<file path="config.mk">
export PLATFORM = sky130hd
export DESIGN_NAME = neo_clkgen_sync
export DESIGN_NICKNAME = d
export VERILOG_FILES = /design/src/rtl/neo_clkgen_sync.sv
export SDC_FILE = /design/constraint.sdc
export NUM_CORES = 1
export LEC_CHECK = 0
export BUFFER_PORTS_ARGS = -buffer_cell sky130_fd_sc_hd__buf_4
export CAP_MARGIN = 20
export CORE_AREA = 10 10 47 49
export CTS_CLUSTER_DIAMETER = 100
export DETAILED_ROUTE_END_ITERATION = 16
export DIE_AREA = 0 0 57 59
export HOLD_SLACK_MARGIN = 0.15
export PLACE_DENSITY = 0.57
export RECOVER_POWER = 25
export REMOVE_ABC_BUFFERS = 1
export SETUP_SLACK_MARGIN = 0.2
export SLEW_MARGIN = 20
export SYNTH_ARGS = -nofsm -noshare
export SYNTH_HDL_FRONTEND = slang
export SYNTH_SLANG_ARGS = --single-unit
</file>
<file path="constraint.sdc">
create_clock -name CLK -period 1.3 [get_ports CLK]
set_input_delay 0.13 -clock CLK [delete_from_list [all_inputs] [get_ports CLK]]
set_output_delay 0.13 -clock CLK [all_outputs]
set_load 0.02 [all_outputs]
</file>
<file path="src/rtl/neo_clkgen_sync.sv">
// Clock-enable generator for the Neo-Geo core: rebuilds the 24/12/6/3 MHz divider
// and the 68K clock from a 24 MHz edge-enable pair, all on the 48 MHz system clock.
module neo_clkgen_sync (
    input  logic CLK,
    input  logic nRESETP,
    input  logic CLK_EN_24M_P,
    input  logic CLK_EN_24M_N,
    output logic CLK_24M,
    output logic CLK_12M,
    output logic CLK_68KCLK,
    output logic CLK_68KCLKB,
    output logic CLK_EN_68K_P,
    output logic CLK_EN_68K_N,
    output logic CLK_6MB,
    output logic CLK_1HB,
    output logic CLK_EN_12M,
    output logic CLK_EN_12M_N,
    output logic CLK_EN_6MB,
    output logic CLK_EN_1HB
);

    logic [2:0] div_q, div_d;
    logic       r24_q, r24_d;
    logic       r68k_q, r68k_d;
    logic       r1hb_q, r1hb_d;

    always_comb begin
        div_d  = div_q;
        r24_d  = r24_q;
        r68k_d = r68k_q;
        r1hb_d = r1hb_q;
        if (CLK_EN_24M_P) begin
            r24_d  = 1'b1;
            r68k_d = ~r68k_q;
        end
        if (CLK_EN_24M_N) begin
            r24_d = 1'b0;
            div_d = div_q + 3'd1;
            // 1HB samples the 3 MHz phase on the 12M rising edge
            if (!div_q[0]) r1hb_d = ~div_q[2];
        end
    end

    always_ff @(posedge CLK or negedge nRESETP) begin
        if (!nRESETP) begin
            div_q  <= 3'b100;
            r24_q  <= 1'b0;
            r68k_q <= 1'b0;
            r1hb_q <= 1'b0;
        end else begin
            div_q  <= div_d;
            r24_q  <= r24_d;
            r68k_q <= r68k_d;
            r1hb_q <= r1hb_d;
        end
    end

    assign CLK_24M     = r24_q;
    assign CLK_12M     = div_q[0];
    assign CLK_6MB     = ~div_q[1];
    assign CLK_68KCLK  = r68k_q;
    assign CLK_68KCLKB = ~r68k_q;
    assign CLK_1HB     = r1hb_q;

    // Enables fire in the cycle the matching register updates; masked while in reset
    assign CLK_EN_12M   = nRESETP & CLK_EN_24M_N & ~div_q[0];
    assign CLK_EN_12M_N = nRESETP & CLK_EN_24M_N & div_q[0];
    assign CLK_EN_6MB   = nRESETP & CLK_EN_24M_N & div_q[1] & div_q[0];
    assign CLK_EN_68K_P = nRESETP & CLK_EN_24M_P & ~r68k_q;
    assign CLK_EN_68K_N = nRESETP & CLK_EN_24M_P & r68k_q;
    assign CLK_EN_1HB   = nRESETP & CLK_EN_24M_N & ~div_q[0] & ~div_q[2] & ~r1hb_q;

endmodule

</file>
==> reports/results.ini <==
[final_layout]
area_growth_pct=82.16
final_common_cell=buf_4
fin_util_pct=39.20
drive_gt1_share_pct=58.18
n_antenna_cell=0
most-common-layout-cells=buf_4 (15), nor2_1 (5), dfrtp_1 (4), buf_6 (4)
finalNetCount=61
stdcell_area_um2=549.3

[route]
vias_per_cell=4.085
drtIter0Drc=1
remaining_drc_errors=0
wire_per_inst_um=12.00
antenna_left=0
drt_wl_total_um=852
vias=290
drtPass1Iterations=2

[sta]
relSlewSlack_pct=80.71
skew_ps=4.803
layout_min_cycle_time_ps=1175
slew_viol_final=0
max_freq_mhz=851.1
tightest_slew_ps=288.4
finalSetupViolCount=0
hold_violations=0
finalCritPeriodShare_pct=90.38
fin_setup_tns_ps=0
layout_setup_ws_ps=125.1
rsz0062_at_grt=yes

[power]
internal_power_mw=0.7868
p_switching_mw=0.5103
p_clk_share_pct=14.2
ir_drop_uv=890.6
powerDensity_nw_per_um2=2361
pwr-share-seq_pct=28.8
p_comb_share_pct=56.9
switching_share_pct=39.34
leakagePower_nw=0.2691

[floorplan]
core_region_area_um2=1401
fp.dieW_um=57
dieArea_um2=3363
rows=14
fp.dieH_um=59
initial_core_util_pct=21.52
io_pins=16

[clock_network]
cts_max_level=1
root_buffer=clkbuf_4
clock_path_buffers=2
cts_buffers=3
clock-sinks=6
clk_pin_slew_ps=50
cts_tree=built
clk_latency_ps=240
cts_hold_buf=2

[worst_setup_path]
cp-end-kind=output pin
path_buf_inv=1
slowest_stage=dfrtp_1
cp.arrival_ps=1040
startpoint=CLK_1HB
startpoint_type=flop
path_max_fanout=3
worstPathRequired_ps=1170
worstReg2RegStart=div_q[0]
crit_type=reg2out
cpLargestDelayFamily=flip-flops
slowest_delay_ps=400
cp_cell_sequence=nor4_2 > buf_4

[placed_design]
gp_congestion=0.6758
place_ws_ps=218.8
place_hpwl_um=605.1
place_area_um2=426.7
port_buffers=15

[yosys]
seq_area_frac_synth_pct=50.21
synth_area_leaders=dfrtp_1 (41%), dfstp_2 (8.7%), nor2_1 (7.5%)
syn_area_um2=301.5
yosysTopAreaCell=dfrtp_1
ys_ff_latch=6
synth.avg_cell_area_um2=10.05
synthCells=30
synth.top_cell.area_share_pct=41.49
yosys_warnings=0
ys_types=15

[global_route]
overflow=0
grt_usage_pct=5.466
grt_pass1_vias=316
antenna_found_initial=0
grt_max_degree=9
grt_pass1_wl_um=1407

[worst_hold_path]
hold_class=in2reg
hp-start=CLK_EN_24M_N

[status]
status=finished clean

[flow_run]
max_cap_violations=0

[power by group through the flow]
| stage | Clock (mW) | Combinational, mW | Sequential, mW |
|---|---|---|---|
| floorplan | 0 | 0.234 | 0.434 |
| global route | 0.210 | 0.808 | 0.385 |
| finish | 0.185 | 0.738 | 0.374 |
| detailed placement | 0 | 0.514 | 0.388 |
| CTS | 0.194 | 0.669 | 0.363 |
| global placement | 0 | 0.513 | 0.382 |
[metal layers]
metal  global-route usage, %  part of all wire (%)
met1                   4.922                    38
met2                   8.217                    49
met5                       0                     0
met3                   4.292                    12
met4                   4.027                  0.94
[flip-flops by register name (all words and copies together) (netlist names)]
name        cells
CLK_68KCLK      1
div_q           3
CLK_1HB         1
CLK_24M         1
[kinds of logic (layout without fill, tap and decap cells)]
family | count (synthesis) | in the layout | share of synthesized area (%)
flops | 6 | 6 | 50.21
fa+ha+maj | 1 | 1 | 4.149
compound gates | 1 | 1 | 1.658
xor+xnor | 3 | 3 | 8.715
buf+inv | 4 | 29 | 6.225
mux | 1 | 1 | 3.320
simple gates | 14 | 14 | 25.72
[worst paths after layout]
path / slack [ps] / endpoint / depth (start not counted)
max: 130 / CLK_EN_1HB / 2
min: 140 / CLK_24M / 2
max reg2reg: 170 / div_q[1] / 5
min reg2reg: 490 / CLK_24M / 2
max in group asynchronous: 580 / div_q[2] / 2
min in group asynchronous: 440 / div_q[1] / 2
[cells in the mapped netlist, drive strengths merged]
master / count
nor2: 6
dfrtp: 5
nand2: 5
inv: 3
xor2: 2
and3: 1
buf: 1
dfstp: 1
ha: 1
mux2i: 1
nand2b: 1
nor4: 1
o21ai: 1
xnor2: 1
[layout make-up]
class	count	area (um2)
multi-input cells	20	157.7
fillers	160	852.1
repair buffers	22	181.4
clock buffers	4	26.28
inverters	3	11.26
well taps	16	20.02
flip-flops and latches	6	152.6
[per-stage QoR]
stage | cells | hold WS (ps) | power (mW)
6_report | 71 | 136.9 | 1.297
5_1_grt | 71 | 138.1 | 1.403
4_1_cts | 70 | 123.1 | 1.227
3_5_place_dp | 60 | -43.89 | 0.9020
3_3_place_gp | 60 | -45.22 | 0.8952
2_1_floorplan | 29 | -165.6 | 0.6678
[timing repair]
| item | 4_1_cts | 5_1_grt |
|---|---|---|
| setup endpoints to repair | 4 | 7 |
| gates resized for setup | 5 | 7 |
| hold endpoints to repair | 9 | 1 |
| pin swaps | 4 | 4 |
| buffers inserted | 4 | 1 |
Power figures use the tool's default switching activity.
